### src/rtl/obi_master_arbiter.sv
//------------------------------------------------------------------------------
// obi_master_arbiter
//
// Shares the single OBI master port of the SPI slave subsystem between two
// requesters: port 0 (SPI plug) and port 1 (debug / DMA engine). At most one
// transaction is outstanding. Arbitration is round-robin, and each response is
// returned to the port that issued the request.
//
// Ports
//   obi_aclk, obi_aresetn      clock, asynchronous active-low reset
//   pN_req/gnt/addr/we/w_data  address channel of requester N (N = 0, 1)
//   pN_r_valid/r_ready/r_data  response channel of requester N
//   obi_master_*               downstream OBI master port
//   busy                       high whenever the FSM is not idle
//   owner                      port index that owns the current transaction
//   timeout                    one-cycle pulse when a response times out
//
// Build option
//   OBI_ARB_TIMEOUT_EN  when defined, a response that has not arrived after
//                       TIMEOUT_CYCLES cycles in RESP is answered locally with
//                       r_data = 0. When undefined, RESP waits indefinitely
//                       and timeout is tied low.
//------------------------------------------------------------------------------
// state  | meaning
// S_IDLE | no transaction; arbitrate, absorb stray downstream responses
// S_ADDR | owner's request presented downstream, waiting for gnt
// S_RESP | request granted, waiting for the downstream response
// S_TOUT | response timed out, local error response held for the owner
//------------------------------------------------------------------------------
module obi_master_arbiter #(
   parameter int OBI_ADDR_WIDTH = 32,
   parameter int OBI_DATA_WIDTH = 32,
   parameter int TIMEOUT_CYCLES = 256
) (
   input  logic                      obi_aclk,
   input  logic                      obi_aresetn,

   input  logic                      p0_req,
   output logic                      p0_gnt,
   input  logic [OBI_ADDR_WIDTH-1:0] p0_addr,
   input  logic                      p0_we,
   input  logic [OBI_DATA_WIDTH-1:0] p0_w_data,
   output logic                      p0_r_valid,
   input  logic                      p0_r_ready,
   output logic [OBI_DATA_WIDTH-1:0] p0_r_data,

   input  logic                      p1_req,
   output logic                      p1_gnt,
   input  logic [OBI_ADDR_WIDTH-1:0] p1_addr,
   input  logic                      p1_we,
   input  logic [OBI_DATA_WIDTH-1:0] p1_w_data,
   output logic                      p1_r_valid,
   input  logic                      p1_r_ready,
   output logic [OBI_DATA_WIDTH-1:0] p1_r_data,

   output logic                      obi_master_req,
   input  logic                      obi_master_gnt,
   output logic [OBI_ADDR_WIDTH-1:0] obi_master_addr,
   output logic                      obi_master_we,
   output logic [OBI_DATA_WIDTH-1:0] obi_master_w_data,
   input  logic                      obi_master_r_valid,
   output logic                      obi_master_r_ready,
   input  logic [OBI_DATA_WIDTH-1:0] obi_master_r_data,

   output logic                      busy,
   output logic                      owner,
   output logic                      timeout
);

   if (TIMEOUT_CYCLES < 2 || TIMEOUT_CYCLES > 65535) begin : g_bad_timeout
      $error("obi_master_arbiter: TIMEOUT_CYCLES must be in 2..65535");
   end

   typedef enum logic [1:0] {
      S_IDLE = 2'd0,
      S_ADDR = 2'd1,
      S_RESP = 2'd2,
      S_TOUT = 2'd3
   } state_t;

   state_t                    state;
   logic                      prio;
   logic                      own_req;
   logic                      own_r_ready;
   logic                      win;
   logic [OBI_DATA_WIDTH-1:0] r_data_mux;

   assign own_req     = owner ? p1_req     : p0_req;
   assign own_r_ready = owner ? p1_r_ready : p0_r_ready;

   // Both requesting: port prio wins; otherwise the single requester wins.
   assign win = (p0_req && p1_req) ? prio : p1_req;

`ifdef OBI_ARB_TIMEOUT_EN
   // Down-counter loaded on RESP entry. Terminal count in the (T-1)th silent
   // RESP cycle moves to S_TOUT, so the local response shows in RESP cycle T.
   localparam logic [15:0] TMR_LOAD = 16'(TIMEOUT_CYCLES - 2);
   logic [15:0] tmr;
`else
   assign timeout = 1'b0;
`endif

   always_ff @(posedge obi_aclk or negedge obi_aresetn) begin
      if (!obi_aresetn) begin
         state   <= S_IDLE;
         prio    <= 1'b0;
         owner   <= 1'b0;
         busy    <= 1'b0;
`ifdef OBI_ARB_TIMEOUT_EN
         tmr     <= '0;
         timeout <= 1'b0;
`endif
      end else begin
`ifdef OBI_ARB_TIMEOUT_EN
         timeout <= 1'b0;
`endif
         case (state)
            S_IDLE: begin
               if (p0_req || p1_req) begin
                  owner <= win;
                  state <= S_ADDR;
                  busy  <= 1'b1;
               end
            end
            S_ADDR: begin
               // Owner withdrew before grant: abandon without touching prio.
               if (!own_req) begin
                  state <= S_IDLE;
                  busy  <= 1'b0;
               end else if (obi_master_gnt) begin
                  state <= S_RESP;
`ifdef OBI_ARB_TIMEOUT_EN
                  tmr   <= TMR_LOAD;
`endif
               end
            end
            S_RESP: begin
               if (obi_master_r_valid && own_r_ready) begin
                  state <= S_IDLE;
                  busy  <= 1'b0;
                  prio  <= ~owner;
               end
`ifdef OBI_ARB_TIMEOUT_EN
               else if (!obi_master_r_valid) begin
                  if (tmr == 16'd0) begin
                     state   <= S_TOUT;
                     timeout <= 1'b1;
                  end else begin
                     tmr <= tmr - 16'd1;
                  end
               end
`endif
            end
            S_TOUT: begin
               if (own_r_ready) begin
                  state <= S_IDLE;
                  busy  <= 1'b0;
                  prio  <= ~owner;
               end
            end
            default: begin
               state <= S_IDLE;
               busy  <= 1'b0;
            end
         endcase
      end
   end

   always_comb begin
      obi_master_req     = 1'b0;
      obi_master_addr    = '0;
      obi_master_we      = 1'b0;
      obi_master_w_data  = '0;
      obi_master_r_ready = 1'b0;
      p0_gnt             = 1'b0;
      p1_gnt             = 1'b0;
      p0_r_valid         = 1'b0;
      p1_r_valid         = 1'b0;
      r_data_mux         = '0;
      unique case (state)
         S_IDLE: begin
            // Accept and drop anything downstream still wants to return.
            obi_master_r_ready = 1'b1;
         end
         S_ADDR: begin
            obi_master_req    = own_req;
            obi_master_addr   = owner ? p1_addr   : p0_addr;
            obi_master_we     = owner ? p1_we     : p0_we;
            obi_master_w_data = owner ? p1_w_data : p0_w_data;
            p0_gnt            = ~owner & obi_master_gnt;
            p1_gnt            =  owner & obi_master_gnt;
         end
         S_RESP: begin
            obi_master_r_ready = own_r_ready;
            p0_r_valid         = ~owner & obi_master_r_valid;
            p1_r_valid         =  owner & obi_master_r_valid;
            r_data_mux         = obi_master_r_data;
         end
         S_TOUT: begin
            // Local error response; data stays zero and downstream is not
            // acknowledged, so a late response is absorbed later in IDLE.
            p0_r_valid = ~owner;
            p1_r_valid =  owner;
         end
      endcase
   end

   assign p0_r_data = r_data_mux;
   assign p1_r_data = r_data_mux;

endmodule
### config.mk
export PLATFORM = sky130hd
export DESIGN_NAME = obi_master_arbiter
export DESIGN_NICKNAME = d
export VERILOG_FILES = /design/src/rtl/obi_master_arbiter.sv
export SDC_FILE = /design/constraint.sdc
export NUM_CORES = 1
export LEC_CHECK = 0
export ABC_AREA = 1
export CELL_PAD_IN_SITES_DETAIL_PLACEMENT = 0
export CELL_PAD_IN_SITES_GLOBAL_PLACEMENT = 2
export CORE_MARGIN = 10
export CORE_UTILIZATION = 10
export CTS_CLUSTER_DIAMETER = 120
export DETAILED_ROUTE_END_ITERATION = 10
export PLACE_DENSITY_LB_ADDON = 0.1
export SLEW_MARGIN = 20
export SYNTH_ARGS = -nofsm -noshare
export SYNTH_HDL_FRONTEND = slang
export SYNTH_SLANG_ARGS = --single-unit
### constraint.sdc
create_clock -name obi_aclk -period 1.6 [get_ports obi_aclk]
set_clock_uncertainty 0.1 [all_clocks]
set_input_delay 0.32 -clock obi_aclk [delete_from_list [all_inputs] [get_ports obi_aclk]]
set_output_delay 0.32 -clock obi_aclk [all_outputs]
set_load 0.02 [all_outputs]
==> run summary, run 1 <==
* complete, but fails checks — result of the run
* negative setup slack — violated checks
* 16.6 mm — wire length reported by the detailed router
* -0.272 ns — final worst setup slack
* 5 — synthesis-stage register bit count
* 18 — largest net degree at the start of global routing
* 0.0110 W — total power of the final layout
* 267% — layout-stage area growth over the synthesis result
* 17.2 um — average wire per cell in the routed design
* 54 — number of violations reported at the end of detailed-routing iteration 0
* -0.564 ns — Post-Place Setup Slack
* 1970 um2 — Mapped Area
* flip-flop — launching element type of the critical path
* 19400 um2 — floorplan core area
* true — unrepaired setup endpoints after global routing
* 0.00551 W — total internal power
* 0.937 — share of total power in combinational logic
* 0 — synthesis warning total
* 3578 — number of vias in the routed layout
* nand2_1 — top cell type by total area after synthesis
* 2310 um2 — multi-input combinational cell area
* 1.45 ns — Arrival @ worst endpoint
* 868 — Nets
* 534 MHz — fmax
* 4 — Initial DRT Pass Iterations
* 0 — final hold violation count
* 0 — max-slew violation count
* 0 — post-route ant nets
* 3891 — via count of the first global-routing pass
* 136 — final-report setup violation count
* 2 — maximum root-to-sink buffer count
* 5 — CTS Sinks
* 0.102 — Initial Utilization
* 0.038 — part of the total power dissipated in the clock network
* yes — TritonCTS clock tree
* 160 um — die width
* 0.23 ns — Skew-Pair Late Insertion Delay
* 5.21 um2 — per-instance average area after synthesis
* 2 — initial antenna violation count
* 0.0635 — part of the Yosys area used for sequential elements
* 3.71 — vias per cell
* 1.87 ns — Min Clock Period, post-route
* nand2_1 28%, buf_4 14%, a21oi_2 13% — largest cells by area after synthesis
* reg -> out — critical setup path kind
* 129 um2 — area occupied by registers
* clkbuf_16 — Root Buffer
* 0 — hold buffer count at cts
* 25700 um2 — die footprint
* 2025 — fill cell count
* 0.499 — net switching fraction of the power
* 810 uV — maximum resistive drop on vdd
* 0 — number of DRC violations after detailed routing
* 0.280 — area share of the largest cell type after synthesis
* 378 — Mapped Cells
* 1.00 — share of flip-flops with an asynchronous set or reset after synthesis
* 3.08 nW — Leakage Power
* 306 — port bufs
* 0 — total overflow reported by the global router
* 308 — I/O pin cnt
* 1.18 ns — worst endpoint required time
* 51 — Std-Cell Rows
* 0.04 ns — clock transition at the register clock pins on the worst setup and hold paths after CTS
* in -> async — Min-Delay Path Class
* 1520 nW/um2 — power density over cell area
* output pin — CP endpoint kind
* 21 — Synth cell types
* nand2_1 — most common cell in the netlist
* 0.726 — routability cong.
* 0 — total of max-cap violations
* 0.119 — all-layer global routing usage
* 0 — count of flip-flops with a built-in enable after synthesis
* 13.2 mm — final HPWL from detailed placement
* 147 x nand2_1, 45 x inv_1, 37 x a21oi_1 — top cells by count, synth
* 3 — Num CTS Buffers
* 548 — Syn Nets
* 0.373 — post-layout util
* 160 um — y dimension of the die
* 1.17 — Tcrit/Tclk final
* 0.578 — share of cells above drive strength 1
* 0.00550 W — reported net switching power
* 24.1 mm — global-route wire length before repair
* 1 — deepest level of the CTS H-tree
* dfrtp_1 — predominant post-synthesis flop cell
* 9 — worst-path maximum fanout
* 0.025 — register share of total power
area by class of cell:
cell class,instances,area share
well taps,265,0.0458
inverters,48,0.0270
diodes,2,0.000692
multi-input cells,267,0.319
clock buffers,4,0.0109
repair buffers,373,0.578
flip-flops and latches,5,0.0178
state kept, by name, summed over array words and instances (netlist names):
register	cells
owner	1
busy	1
prio	1
state	2
what timing repair did:
item	4_1_cts	5_1_grt
cloned	8	4
buffers inserted	21	10
gates resized for setup	819	139
pin swaps	20	26
endpoints found under the setup margin	139	137
routing by layer:
metal	track usage	vias up	share of wire
li1	-	1760	-
met1	0.119	1639	0.34
met2	0.224	163	0.54
met3	0.0504	16	0.097
met4	0.0238	0	0.018
met5	0	-	0
per-stage QoR:
stage	area, um2	hold WS [ns]	setup TNS [ns]	cells
floorplan	2650	-0.0756	-0.121	378
global placement	5890	0.391	-55.27	920
detailed placement	5890	0.392	-56.33	920
CTS	6640	0.247	-28.11	953
global route	7230	0.258	-34.21	963
finish	7230	0.241	-26.27	964
logic make-up after synthesis:
family          share of synthesized area
flops                              0.0635
simple gates                        0.378
other cells                       0.00190
buf+inv                             0.312
compound gates                      0.244
critical path: stages (launching register included):
cell	delay, ns
dfrtp_2	0.42
inv_2	0.06
nor2_4	0.13
inv_6	0.10
buf_6	0.13
buf_4	0.13
a21oi_4	0.09
buf_4	0.16
cell usage in the layout (no fill, tap or decap), types with 2 or more instances in the layout:
cell and n:
clkdlybuf4s50_1 168, buf_6 144, nand2_1 68, nand2_2 55, a21oi_4 41, inv_1 41
nor2_4 36, buf_4 29, a21oi_2 25, nand2_4 24, buf_12 16, clkbuf_16 7
buf_16 6, inv_2 4, nand3_1 4, buf_8 4, dfrtp_2 3, diode_2 2
o21ai_4 2, o21ai_0 2, dfrtp_1 2, dlygate4sd2_1 2
power groups by stage:
stage / clock network (W) / logic, W / registers [W]
after floorplan: 0 / 0.00454 / 0.000273
after global placement: 0 / 0.00788 / 0.000253
after detailed placement: 0 / 0.00787 / 0.000255
after CTS: 0.000422 / 0.00959 / 0.000275
after global routing: 0.000431 / 0.0110 / 0.000290
final: 0.000418 / 0.0103 / 0.000278
worst paths after layout:
path	start	to	slack [ns]	cells after the start
max	state[0]$_DFFE_PN0P_	obi_master_addr[20]	-0.27	7
min	obi_aresetn	busy$_DFFE_PN0P_	0.24	1
max reg2reg	owner$_DFFE_PN0P_	busy$_DFFE_PN0P_	0.05	9
min reg2reg	prio$_DFFE_PN0P_	prio$_DFFE_PN0P_	0.40	2
max in group asynchronous	obi_aresetn	owner$_DFFE_PN0P_	0.91	1
min in group obi_aclk	prio$_DFFE_PN0P_	prio$_DFFE_PN0P_	0.40	2
No activity file was read; power rests on OpenSTA's default activity.
==> run 2, diff against run 1 <==
GPL_TIMING_DRIVEN = 0   (was not set)
==> run 2 against run 1 <==
The flow still finishes with violations (negative setup slack). Register-to-register slack improved by 0.10 ns. Clock-buffer cell count unchanged. Combinational power about the same. Routed wire length decreased by 1.3%. Critical endpoint is now obi_master_addr[21].
==> run summary, run 2 (same netlist as run 1, synthesis figures left out) <==
* 0.0113 W — total power of the final layout, +2.8%
* 5 — CTS Sinks, unchanged
* 990 — count of non-filler cells in the finished layout, +2.7%
* 160 um — y dimension of the die, unchanged
* 3 — Num CTS Buffers, unchanged
* output pin — CP endpoint kind
* 16.6 um — average wire per cell in the routed design, -3.9%
* owner$_DFFE_PN0P_ — R2R Path Start
* in -> async — Min-Delay Path Class
* 51 — Std-Cell Rows, unchanged
* 11 — largest net degree at the start of global routing, -7
* 2 — maximum root-to-sink buffer count, unchanged
* 4 — Initial DRT Pass Iterations, unchanged
* 0.102 — Initial Utilization, unchanged
* owner$_DFFE_PN0P_ — crit path from
* 306 — port bufs, unchanged
* 0 — total overflow reported by the global router, unchanged
* 135 — final-report setup violation count, -0.74%
* 0.113 — all-layer global routing usage, -0.00646
* 895 — Nets, +3.1%
* 1.21 — Tcrit/Tclk final, +0.0407
* complete, but fails checks — result of the run
* 2013 — fill cell count, -0.59%
* 160 um — die width, unchanged
* 69 — number of violations reported at the end of detailed-routing iteration 0, +28%
* 0.04 ns — clock transition at the register clock pins on the worst setup and hold paths after CTS, about the same
* 3.26 nW — Leakage Power, +6.0%
* 3753 — via count of the first global-routing pass, -3.5%
* 0.227 ns — Hold Worst Slack, -0.0137 ns
* 0 — total of max-cap violations, unchanged
* clkbuf_16 — Root Buffer
* yes — TritonCTS clock tree
* 16.4 mm — wire length reported by the detailed router, -1.3%
* 282% — layout-stage area growth over the synthesis result
* 580 uV — maximum resistive drop on vdd, -28%
* 1 — initial antenna violation count, -1
* 516 MHz — fmax, -3.4%
* 2 — number of flip-flops in the largest register, unchanged
* reg -> out — critical setup path kind
* 0.723 — routability cong., -0.43%
* 1.18 ns — worst endpoint required time, about the same
* -0.337 ns — final worst setup slack, -0.0652 ns
* negative setup slack — violated checks
* 0 — final hold violation count, unchanged
* state — Top reg by flops
* 25700 um2 — die footprint, unchanged
* 8 — worst-path maximum fanout, -1
* 3.67 — vias per cell, -1.1%
* 0.546 — share of cells above drive strength 1, -0.0326
* 0.23 ns — Skew-Pair Late Insertion Delay, about the same
* 1.52 ns — Arrival @ worst endpoint, +0.07 ns
* 0 — max-slew violation count, unchanged
* 1 — deepest level of the CTS H-tree, unchanged
* flip-flop — launching element type of the critical path
* 308 — I/O pin cnt, unchanged
* 168 x clkdlybuf4s50_1, 153 x buf_6, 98 x nand2_1 — top library cells by usage in the layout, fill and taps aside
* 23.1 mm — global-route wire length before repair, -4.2%
* 19400 um2 — floorplan core area, unchanged
* 1.94 ns — Min Clock Period, post-route, +0.0652 ns
* 13.5 mm — final HPWL from detailed placement, +2.5%
* 1500 nW/um2 — power density over cell area, -1.2%
* 0.388 — post-layout util, +0.0153
* 0 — number of DRC violations after detailed routing, unchanged
* true — unrepaired setup endpoints after global routing
* clkdlybuf4s50_1 — leading cell type in the layout, fill and taps excluded
* 0 — post-route ant nets, unchanged
* 3634 — number of vias in the routed layout, +1.6%
* 949 — Placed Cells, +3.2%
[run 2: cell types whose count changed in the layout (fill, tap and decap cells not counted), moves of 3 or more]
cell and change:
buf_6 +9, buf_4 +13, a21oi_2 -21, nand2_4 -9, nand2_2 -21, buf_16 -3, a21oi_4 +21, buf_12 -6
nand2_1 +30, clkbuf_16 +10
[run 2: layer usage]
metal | vias up | track usage | routed length, um
met5 | - | 0 | 0
met3 | 6 | 0.0514 | 1470
li1 | 1819 | - | -
met4 | 0 | 0.00835 | 104
met2 | 152 | 0.221 | 9040
met1 | 1657 | 0.108 | 5800
[run 2: final timing paths]
kind / cells past startpoint / endpoint / slack (ns)
max: 7 / obi_master_addr[21] / -0.34
min: 1 / busy$_DFFE_PN0P_ / 0.23
max reg2reg: 9 / state[1]$_DFFE_PN0P_ / 0.15
min reg2reg: 2 / prio$_DFFE_PN0P_ / 0.39
max in group asynchronous: 1 / state[1]$_DFFE_PN0P_ / 0.95
min in group obi_aclk: 3 / prio$_DFFE_PN0P_ / 0.28
[run 2: stage by stage]
stage | setup slack [ns] | instance area [um2] | TNS (ns)
finish | -0.337 | 7530 | -32.55
global route | -0.382 | 7530 | -41.82
CTS | -0.372 | 6880 | -33.61
detailed placement | -0.739 | 6040 | -76.97
global placement | -0.763 | 6040 | -76.31
floorplan | -0.0247 | 2650 | -0.121
[run 2: cell type report]
type                            count  area (um2)  share of cell area
Buffer                             55         719              0.0955
Antenna cell                        1        2.50            0.000332
Inverter                           48         206              0.0274
Sequential cell                     5         129              0.0171
Timing Repair Buffer              345        3770               0.501
Multi-Input combinational cell    267        2290               0.304
Clock buffer                        4        78.8              0.0105
Tap cell                          265         332              0.0440
[run 2: timing repair]
action,CTS,global route
gates resized for setup,920,103
hold endpoints to repair,0,0
endpoints found under the setup margin,137,136
hold buffers,0,0
buffers inserted,13,13
cloned,5,8
pin swaps,6,11
[run 2: power breakdown]
group	leakage (nW)	switching (W)	internal (W)
Sequential	0.0586	0.0000706	0.000193
Combinational	3.17	0.00535	0.00529
Clock	0.0382	0.0000839	0.000330
[run 2: critical path, stage by stage (launching register included)]
cell	delay, ns
dfrtp_2	0.42
buf_12	0.16
inv_16	0.08
buf_12	0.13
clkbuf_16	0.15
nand2_1	0.08
a21oi_4	0.13
buf_6	0.13
